### src/rtl/stream_muxn.sv
// N-input valid/ready stream multiplexer with a registered output stage.
// MODE 0 selects the channel from i_sel; MODE 1 arbitrates round-robin and locks a packet's channel until its last word.
module stream_muxn #(
  parameter int WIDTH    = 16,
  parameter int N_INPUTS = 4,
  parameter int MODE     = 0,
  parameter int SEL_W    = $clog2(N_INPUTS)
) (
  input  logic                      i_clk,
  input  logic                      i_rst,
  input  logic [N_INPUTS*WIDTH-1:0] i_data,
  input  logic [N_INPUTS-1:0]       i_valid,
  input  logic [N_INPUTS-1:0]       i_last,
  output logic [N_INPUTS-1:0]       o_ready,
  input  logic [SEL_W-1:0]          i_sel,
  output logic [WIDTH-1:0]          o_data,
  output logic                      o_valid,
  output logic                      o_last,
  output logic [SEL_W-1:0]          o_src,
  input  logic                      i_ready
);

  logic [N_INPUTS-1:0] grant;
  logic [SEL_W-1:0]    gnt_idx;
  logic [SEL_W-1:0]    ptr;
  logic [SEL_W-1:0]    lock_idx;
  logic                locked;
  logic                found;
  int                  idx;
  logic                can_accept;
  logic                xfer;
  logic [WIDTH-1:0]    sel_data;
  logic                sel_last;

  // Grant selection. The search starts one past the last packet's source so
  // every channel gets a turn; a locked packet keeps the grant even when idle.
  always_comb begin
    grant   = '0;
    gnt_idx = '0;
    found   = 1'b0;
    idx     = 0;
    if (MODE == 0) begin
      for (int k = 0; k < N_INPUTS; k++) begin
        if (i_sel == SEL_W'(k)) begin
          grant[k] = 1'b1;
          gnt_idx  = SEL_W'(k);
        end
      end
    end else if (locked) begin
      grant[lock_idx] = 1'b1;
      gnt_idx         = lock_idx;
    end else begin
      for (int off = 1; off <= N_INPUTS; off++) begin
        idx = (int'(ptr) + off) % N_INPUTS;
        if (!found && i_valid[idx]) begin
          found      = 1'b1;
          grant[idx] = 1'b1;
          gnt_idx    = SEL_W'(idx);
        end
      end
    end
  end

  always_comb begin
    sel_data = '0;
    sel_last = 1'b0;
    for (int k = 0; k < N_INPUTS; k++) begin
      if (grant[k]) begin
        sel_data = i_data[k*WIDTH +: WIDTH];
        sel_last = i_last[k];
      end
    end
  end

  assign can_accept = !o_valid || i_ready;
  assign o_ready    = i_rst ? '0 : (grant & {N_INPUTS{can_accept}});
  assign xfer       = |(o_ready & i_valid);

  always_ff @(posedge i_clk) begin
    if (i_rst) begin
      o_valid  <= 1'b0;
      o_data   <= '0;
      o_last   <= 1'b0;
      o_src    <= '0;
      ptr      <= SEL_W'(N_INPUTS - 1);
      locked   <= 1'b0;
      lock_idx <= '0;
    end else begin
      if (xfer) begin
        o_valid <= 1'b1;
        o_data  <= sel_data;
        o_last  <= sel_last;
        o_src   <= gnt_idx;
      end else if (i_ready) begin
        o_valid <= 1'b0;
      end
      if (MODE == 1 && xfer) begin
        if (sel_last) begin
          locked <= 1'b0;
          ptr    <= gnt_idx;
        end else begin
          locked   <= 1'b1;
          lock_idx <= gnt_idx;
        end
      end
    end
  end

endmodule
### config.mk
export PLATFORM = sky130hd
export DESIGN_NAME = stream_muxn
export DESIGN_NICKNAME = d
export VERILOG_FILES = /design/src/rtl/stream_muxn.sv
export SDC_FILE = /design/constraint.sdc
export NUM_CORES = 1
export LEC_CHECK = 0
export BUFFER_PORTS_ARGS = -buffer_cell sky130_fd_sc_hd__buf_4
export CAP_MARGIN = 10
export CORE_ASPECT_RATIO = 1.4
export CORE_UTILIZATION = 35
export CTS_BUF_LIST = sky130_fd_sc_hd__clkbuf_8
export DETAILED_ROUTE_END_ITERATION = 16
export PLACE_DENSITY = 0.84
export RECOVER_POWER = 50
export SYNTH_ARGS = -nofsm -noshare
export SYNTH_HDL_FRONTEND = slang
export SYNTH_SLANG_ARGS = --single-unit
### constraint.sdc
create_clock -name i_clk -period 1.6 [get_ports i_clk]
set_input_delay 0.32 -clock i_clk [delete_from_list [all_inputs] [get_ports i_clk]]
set_output_delay 0.32 -clock i_clk [all_outputs]
set_load 0.005 [all_outputs]
==> results of run 1 <==
-- through the flow --
step           cells  area [um2]
3_5_place_dp     255        2040
2_1_floorplan    122        1290
4_1_cts          259        2130
3_3_place_gp     255        2040
5_1_grt          258        2110
6_report         258        2110
-- report_power, final --
group | internal (uW) | leakage [uW] | total (uW) | switching, uW
Sequential | 540 | 0.000165 | 563 | 23.1
Combinational | 279 | 0.000703 | 456 | 177
Clock | 334 | 0.0000357 | 500 | 166
-- synth_stat cells, types with 2 or more instances --
library cell,n
dfxtp_1,20
a21oi_1,19
nand3_1,18
o21ai_0,18
mux4_2,17
buf_6,5
buf_2,4
clkbuf_1,2
nor4_1,2
nor4b_1,2
-- routing by layer --
| metal | share of wire [%] | GRT usage [%] |
|---|---|---|
| met4 | 1.7 | 8.48 |
| met3 | 5.3 | 3.31 |
| met2 | 59 | 41.5 |
| met5 | 0 | 0 |
| met1 | 34 | 24.5 |
-- layout make-up --
class	count	area (um2)	share of cell area, %
Clock buffer	3	41.3	1.96
Sequential cell	20	400	19.0
Inverter	1	3.75	0.178
Tap cell	40	50.0	2.38
Clock inverter	1	30.0	1.43
Timing Repair Buffer	105	766	36.4
Multi-Input combinational cell	88	815	38.7
-- layout by cell type (no fill, tap or decap) --
cell type and instances:
and3_1 1, mux4_2 17, bufinv_16 1, buf_4 86
mux2_1 1, clkbuf_4 13, mux2i_2 1, o21ai_0 18
nand3_1 18, nor3_4 1, or3_1 1, nand3_2 1
nor2_1 1, clkbuf_1 6, a21oi_2 1, nand2b_1 1
inv_1 1, clkbuf_8 3, nand2_1 1, dfxtp_1 20
o21ai_1 1, nor4b_2 1, nor4b_4 1, nor4_1 2
a21oi_1 19, nor2b_4 1
-- path summary, 6_finish.rpt --
| kind | start | end | slack (ns) | depth (start not counted) |
|---|---|---|---|---|
| worst max-delay path | o_valid$_SDFFE_PP0P_ | o_ready[1] | 0.11 | 3 |
| worst min-delay path | i_rst | o_data[13]$_SDFFE_PP0P_ | 0.43 | 2 |
| worst max register to register | o_valid$_SDFFE_PP0P_ | o_data[15]$_SDFFE_PP0P_ | 0.16 | 4 |
| worst min register to register | o_data[9]$_SDFFE_PP0P_ | o_data[9]$_SDFFE_PP0P_ | 0.47 | 2 |
-- what timing repair did --
item | 4_1_cts | 5_1_grt
resized for setup | 4 | 3
buffers inserted | 0 | 0
setup endpoints to repair | 4 | 4
pin swaps | 0 | 1
-- logic make-up (layout without fill, tap and decap cells) --
group / count (synthesis) / count (layout)
AO/OA/AOI/OAI: 39 / 39
buffers and inverters: 14 / 110
AND/OR/NAND/NOR: 30 / 30
flip-flops: 20 / 20
multiplexers: 19 / 19
-- worst max-delay path: cells and delay by family, from the launching register on --
| kind | cells | cell delay (ns) |
|---|---|---|
| simple gates | 2 | 0.43 |
| buf+inv | 1 | 0.15 |
| flops | 1 | 0.33 |
-- flip-flops by register name, summed over array words and instances (netlist names) --
name and flops:
o_valid 1, o_data 16, o_last 1, o_src 2
==> metrics.md, run 1 <==
| Metric | Value |
|---|---|
| Vias/cell | `5.48` |
| Leading register cell type out of synthesis | `dfxtp_1` |
| Ys Warns | `0` |
| Post-synthesis cell count | `122` |
| Number of antenna violations at the first check in global routing | `0` |
| Worst slack, placed | `-0.0251 ns` |
| Clock sinks | `20` |
| Synth Area in XOR/XNOR | `0%` |
| Gpl congestion | `0.823` |
| Min-delay worst type | `in -> reg` |
| DRC Markers | `0` |
| Static Leak | `0.000903 uW` |
| Max-Cap Viols | `0` |
| CTS tree | `yes` |
| Port Buffer Count | `100` |
| Longest Clk Path Bufs | `2` |
| Final number of setup-violating endpoints | `0` |
| Core area | `0.00344 mm2` |
| Net Count, Synth | `199` |
| Starting DRT DRC Count | `39` |
| Crit path arrival time | `1.17 ns` |
| Setup ws final | `0.111 ns` |
| Synth area leader | `dfxtp_1` |
| CP max stage delay | `0.33 ns` |
| Slew @ Worst Pin | `0.605 ns` |
| Max-slew violation count | `0` |
| Mapped Area | `0.00129 mm2` |
| Compound-gate portion of the synthesized area | `15.4%` |
| DR vias | `1413` |
| Unique masters post-synth | `25` |
| Final min period | `1.49 ns` |
| Worst-path clk slew | `0.08 ns` |
| Largest net degree at the start of global routing | `25` |
| Worst skew pair latency | `0.26 ns` |
| Mux contribution to synthesized area | `31.9%` |
| Total power | `1520 uW` |
| Initial Util | `37.5%` |
| Critical path capture point type | `output port` |
| Startpoint Class | `flip-flop` |
| Ports | `101` |
| Mean routed wirelength per cell | `16.2 um` |
| First-pass GRT wire length | `6.47 mm` |
| Pwr per Cell Area | `722 mW/mm2` |
| Die W | `53.3 um` |
| CP Cell Sequence | `nor2b_4, nor4b_2, buf_4` |
| CTS Root Cell | `clkbuf_8` |
| N_diodes | `0` |
| CTS buffer count | `3` |
| Run status | `finished clean` |
| Area contributors post-synth | `dfxtp_1 31%, mux4_2 30%, a21oi_1 7.4%` |
| Asr flop ratio synth | `0%` |
| Synthesized flop and latch total | `20` |
| Max VDD drop | `732 uV` |
| Fin. Hold Viols | `0` |
| Antenna-violating nets left | `0` |
| Post-synthesis area per instance | `10.6 um2` |
| Clock Skew | `0.00789 ns` |
| RSZ-0062 raised after global routing | `no` |
| Post-synth EDFFs | `0` |
| Worst EP required | `1.28 ns` |
| Pre-antenna DRT Iters | `4` |
| Final hold slack | `0.425 ns` |
| Synth Area in Simple Gates | `13.9%` |
| Largest family of logic cells by synthesized area | `multiplexers` |
| Syn-to-layout area delta | `63.2%` |
| Slowest-stage cell, CP | `dfxtp_1` |
| Fillers | `313` |
| Gr usage total | `22.4%` |
| Critical path fanouts, max | `6` |
| Seq/Total Area, Yosys | `31.0%` |
| Layout cells sized above 1 | `58.3%` |
| Die Ht | `73.8 um` |
| Area share of the largest cell type after synthesis | `31.0%` |
| Setup TNS | `0 ns` |
| Die area | `0.00394 mm2` |
| Fmax | `671 MHz` |
| Vias in the first global route | `1423` |
| H-tree lvl count | `1` |
| Gr ovfl total | `0` |
| Tcrit/Tclk final | `93.1%` |
| Hold buffers post-CTS | `0` |
| Final wirelength | `4.19 mm` |
| Kind of critical path | `reg -> out` |
| Finished Core Util | `61.2%` |
| Row cnt | `25` |
| Synth Area in Adders | `0%` |
| Worst slew margin | `59.7%` |
| Final nets | `296` |
(Power assumes the default switching activity.)
==> run 2, diff against run 1 <==
ABC_AREA = 1   (was not set)
CAP_MARGIN = 20   (was 10)
PLACE_DENSITY = 0.83   (was 0.84)
==> metrics.md, run 2 <==
| Metric | Value |
|---|---|
| Run status | `finished clean` |
| Clock sinks | `20` |
| First-pass GRT wire length | `6.47 mm` |
| Die W | `54.4 um` |
| Post-synthesis area per instance | `5.82 um2` |
| Asr flop ratio synth | `0%` |
| Min-delay worst type | `in -> reg` |
| Largest registers | `o_data (16), o_src (2)` |
| Hold buffers post-CTS | `0` |
| Unique masters post-synth | `17` |
| Layout cells sized above 1 | `36.0%` |
| Ys Warns | `0` |
| CTS tree | `yes` |
| Port Buffer Count | `100` |
| Fillers | `376` |
| Register Area | `400 um2` |
| Gr usage total | `21.8%` |
| Initial Util | `36.6%` |
| HPWL Detailed | `3.39 mm` |
| CTS buffer count | `3` |
| Most frequent cells in the layout | `103 x nand2_1, 87 x buf_4, 36 x nor2_1` |
| PostCTS Resize Cnt | `0` |
| Top cells by count, synth | `104 x nand2_1, 36 x nor2_1, 20 x dfxtp_1, 20 x inv_1, 19 x nand4_1` |
| Setup TNS | `0 ns` |
| Post-synthesis cell count | `231` |
| Die Ht | `75.3 um` |
| Critical path fanouts, max | `8` |
| Mapped Area | `0.00134 mm2` |
| Most common cell after layout, fill and taps aside | `nand2_1` |
| Crit path arrival time | `1.21 ns` |
| Starting DRT DRC Count | `17` |
| Fin. Hold Viols | `0` |
| Area contributors post-synth | `dfxtp_1 30%, nand2_1 29%, nor2_1 10%` |
| Antenna-violating nets left | `0` |
| Number of flip-flops in the largest register | `16` |
| Placed cells | `371` |
| R2R cell count | `8` |
| Post-synth EDFFs | `0` |
| CP Cell Sequence | `clkbuf_1, inv_2, nor3_1, buf_4` |
| Slew @ Worst Pin | `0.527 ns` |
| Worst EP required | `1.28 ns` |
| Number of antenna violations at the first check in global routing | `0` |
| Multi-input logic area | `782 um2` |
| Startpoint Class | `input pin` |
| Clock Skew | `0.00371 ns` |
| DRC Markers | `0` |
| Critical path capture point type | `output port` |
| Cell with the most instances after synthesis | `nand2_1` |
| Worst skew pair latency | `0.25 ns` |
| Net Count, Synth | `308` |
| H-tree lvl count | `1` |
| Final wirelength | `4.17 mm` |
| Synthesized flop and latch total | `20` |
| Post-route design area | `0.00219 mm2` |
| Syn-to-layout area delta | `62.8%` |
| Max-slew violation count | `0` |
| Largest net degree at the start of global routing | `27` |
| Pwr per Cell Area | `654 mW/mm2` |
| Worst R2R Setup Slack | `0.38 ns` |
| Worst R2R End | `o_data[8]$_SDFFE_PP0P_` |
| Final std cells w/o fill | `375` |
| Mean routed wirelength per cell | `11.1 um` |
| CTS Root Cell | `clkbuf_8` |
| CP max stage delay | `0.40 ns` |
| Crit path to | `o_ready[1]` |
| Row cnt | `26` |
| Ports | `101` |
| Tcrit/Tclk final | `95.8%` |
| Pre-antenna DRT Iters | `4` |
| DR vias | `1750` |
| Vias/cell | `4.67` |
| Seq/Total Area, Yosys | `29.8%` |
| Setup ws final | `0.0678 ns` |
| Core area | `0.00368 mm2` |
| Gpl congestion | `0.829` |
| RSZ-0062 raised after global routing | `no` |
| Placed Area | `0.00215 mm2` |
| Final number of setup-violating endpoints | `0` |
| Worst-path clk slew | `0.07 ns` |
| Area share of the largest cell type after synthesis | `29.8%` |
| Max VDD drop | `390 uV` |
| Final min period | `1.53 ns` |
| Static Leak | `0.00118 uW` |
| Max-Cap Viols | `0` |
| Synth area leader | `dfxtp_1` |
| Fmax | `653 MHz` |
| Longest Clk Path Bufs | `2` |
| CP startpoint | `i_sel[0]` |
| Most flops, register | `o_data` |
| # Post-CTS Setup Buffers | `0` |
| Final nets | `411` |
| Leading register cell type out of synthesis | `dfxtp_1` |
| Finished Core Util | `59.5%` |
| Reg-to-reg startpoint | `o_valid$_SDFFE_PP0P_` |
| Vias in the first global route | `1635` |
| Worst slack, placed | `0.191 ns` |
| N_diodes | `0` |
| Kind of critical path | `in -> out` |
| Die area | `0.00409 mm2` |
| Slowest-stage cell, CP | `clkbuf_1` |
| Worst slew margin | `64.9%` |
| Gr ovfl total | `0` |
==> run 2: cell types whose count changed after synthesis, moves of 4 or more <==
cell / delta
inv_1: +19
nor2_1: +35
nand3_1: -17
nand4_1: +19
nor3_1: +4
mux4_2: -17
a21oi_1: -17
o21ai_0: -15
nand2_1: +103
==> run 2: power by group <==
| part | internal, uW | leakage, uW | switching, uW | total [uW] |
|---|---|---|---|---|
| Clock | 219 | 0.0000288 | 155 | 374 |
| Combinational | 265 | 0.000986 | 225 | 490 |
| Sequential | 545 | 0.000165 | 23.0 | 568 |
| Total | 1030 | 0.00118 | 404 | 1430 |
==> run 2: how the worst min path moves through the flow <==
stage	startpoint	to	slack (ns)	cells after the start
floorplan	i_rst	o_src[1]$_SDFFE_PP0P_	0.39	1
global placement	o_src[1]$_SDFFE_PP0P_	o_src[1]$_SDFFE_PP0P_	0.46	2
detailed placement	o_src[1]$_SDFFE_PP0P_	o_src[1]$_SDFFE_PP0P_	0.46	2
CTS	i_rst	o_src[1]$_SDFFE_PP0P_	0.22	2
global route	i_rst	o_valid$_SDFFE_PP0P_	0.23	2
finish	i_rst	o_src[1]$_SDFFE_PP0P_	0.23	2
==> run 2: metrics by stage <==
| stage | power, uW | hold slack (ns) |
|---|---|---|
| floorplan | 808 | 0.389 |
| global placement | 1080 | 0.459 |
| detailed placement | 1090 | 0.461 |
| CTS | 1470 | 0.222 |
| global route | 1540 | 0.232 |
| finish | 1430 | 0.231 |
==> run 2: worst max-delay path, delay by kind of cell <==
| kind | cells | cell delay [ns] |
|---|---|---|
| buffers and inverters | 3 | 0.66 |
| and+or+nand+nor | 1 | 0.23 |
==> run 2: layer usage <==
layer | global-route usage (%) | vias to the layer above | part of all wire, %
met5 | 0 | - | 0
met4 | 5.13 | 0 | 0.19
met3 | 4.19 | 2 | 9.6
met2 | 45.5 | 75 | 55
met1 | 20.3 | 754 | 35
li1 | - | 919 | -
==> run 2: final cells by class <==
type / instances / share of cell area (%)
Multi-Input combinational cell: 177 / 35.7
Clock buffer: 4 / 2.52
Timing Repair Buffer: 109 / 37.1
Tap cell: 42 / 2.40
Inverter: 23 / 3.95
Sequential cell: 20 / 18.3
==> run 2: logic make-up after synthesis <==
kind of cell | after synthesis | share of synthesized area (%)
AOI/OAI and AO/OA | 5 | 1.86
buffers and inverters | 34 | 12.2
DFF | 20 | 29.8
and+or+nand+nor | 172 | 56.1
==> run 3, diff against run 2 <==
BUFFER_PORTS_ARGS = -buffer_cell sky130_fd_sc_hd__buf_2   (was -buffer_cell sky130_fd_sc_hd__buf_4)
==> metrics.md, run 3 (synthesis results as in run 2) <==
| Metric | Value |
|---|---|
| N_diodes | `0` |
| CTS buffer count | `3` |
| Fmax | `671 MHz` |
| Initial Util | `36.6%` |
| # Post-CTS Setup Buffers | `0` |
| Die area | `0.00409 mm2` |
| Mean routed wirelength per cell | `10.8 um` |
| Setup TNS | `0 ns` |
| Number of flip-flops in the largest register | `16` |
| Ports | `101` |
| Starting DRT DRC Count | `18` |
| Final nets | `409` |
| Die Ht | `75.3 um` |
| Tcrit/Tclk final | `93.2%` |
| HPWL Detailed | `3.22 mm` |
| Final min period | `1.49 ns` |
| Critical path fanouts, max | `6` |
| Die W | `54.4 um` |
| Hold buffers post-CTS | `0` |
| Layout cells sized above 1 | `32.3%` |
| Run status | `finished clean` |
| Most common cell after layout, fill and taps aside | `nand2_1` |
| H-tree lvl count | `1` |
| Most flops, register | `o_data` |
| Final wirelength | `4.04 mm` |
| Placed Area | `0.00188 mm2` |
| Vias in the first global route | `1571` |
| Antenna-violating nets left | `0` |
| DRC Markers | `0` |
| Gr usage total | `20.3%` |
| First-pass GRT wire length | `6.08 mm` |
| Fin. Hold Viols | `0` |
| CTS Root Cell | `clkbuf_8` |
| PostCTS Resize Cnt | `0` |
| Slew @ Worst Pin | `0.357 ns` |
| Gr ovfl total | `0` |
| Finished Core Util | `52.6%` |
| DR vias | `1739` |
| RSZ-0062 raised after global routing | `no` |
| Number of antenna violations at the first check in global routing | `0` |
| Port Buffer Count | `100` |
| Longest Clk Path Bufs | `2` |
| Max-Cap Viols | `0` |
| Min-delay worst type | `in -> reg` |
| Worst-path clk slew | `0.08 ns` |
| Worst slew margin | `76.2%` |
| Clock Skew | `0.00401 ns` |
| Startpoint Class | `flip-flop` |
| Worst EP required | `1.28 ns` |
| Kind of critical path | `reg -> out` |
| Total power | `1480 uW` |
| Fillers | `428` |
| Max VDD drop | `495 uV` |
| Clock sinks | `20` |
| Critical path capture point type | `output port` |
| Pwr per Cell Area | `764 mW/mm2` |
| Vias/cell | `4.66` |
| Crit path arrival time | `1.17 ns` |
| Static Leak | `0.00107 uW` |
| Pre-antenna DRT Iters | `4` |
| Gpl congestion | `0.802` |
| Max-slew violation count | `0` |
| Final number of setup-violating endpoints | `0` |
| Row cnt | `26` |
| CTS tree | `yes` |
| Largest registers | `o_data (16), o_src (2)` |
| Final hold slack | `0.235 ns` |
| Core area | `0.00368 mm2` |
| Worst skew pair latency | `0.26 ns` |
| Syn-to-layout area delta | `43.9%` |
| Largest net degree at the start of global routing | `19` |
| Most frequent cells in the layout | `104 x nand2_1, 84 x buf_2, 36 x nor2_1` |
| Post-route design area | `0.00193 mm2` |
run 3: critical path, stage by stage, from the launching register on:
cell and delay [ns]:
dfxtp_1 0.32, nand2_1 0.17, nand2_1 0.14, nor3_1 0.14, buf_2 0.14
run 3: final timing paths:
| kind | from | slack [ns] | endpoint | cells past startpoint |
|---|---|---|---|---|
| min | i_rst | 0.24 | o_src[1]$_SDFFE_PP0P_ | 2 |
| min reg2reg | o_src[1]$_SDFFE_PP0P_ | 0.47 | o_src[1]$_SDFFE_PP0P_ | 2 |
| max | o_valid$_SDFFE_PP0P_ | 0.11 | o_ready[1] | 4 |
| max reg2reg | o_valid$_SDFFE_PP0P_ | 0.20 | o_src[0]$_SDFFE_PP0P_ | 8 |
run 3: power breakdown:
part | switching [uW] | internal (uW) | leakage (uW)
Sequential | 23.3 | 545 | 0.000165
Combinational | 222 | 187 | 0.000874
Clock | 167 | 334 | 0.0000357
Total | 412 | 1070 | 0.00107
run 3: metal layers:
| metal | up-vias | share of wire [%] | global-route usage, % |
|---|---|---|---|
| li1 | 916 | - | - |
| met1 | 742 | 36 | 16.1 |
| met2 | 77 | 55 | 46.5 |
| met3 | 4 | 8.2 | 3.19 |
| met4 | 0 | 0.52 | 3.42 |
| met5 | - | 0 | 0 |
run 3: layout make-up:
| type | count | area, um2 | share of cell area (%) |
|---|---|---|---|
| Clock buffer | 3 | 41.3 | 2.13 |
| Clock inverter | 1 | 30.0 | 1.55 |
| Inverter | 23 | 86.3 | 4.46 |
| Multi-Input combinational cell | 177 | 779 | 40.3 |
| Sequential cell | 20 | 400 | 20.7 |
| Tap cell | 42 | 52.6 | 2.72 |
| Timing Repair Buffer | 107 | 544 | 28.1 |
run 3: metrics by stage:
step | std cells | setup WS [ns]
after floorplan | 231 | 0.264
final | 373 | 0.109
after global placement | 369 | 0.116
after global routing | 373 | 0.0336
after detailed placement | 369 | 0.0758
after CTS | 373 | 0.0914
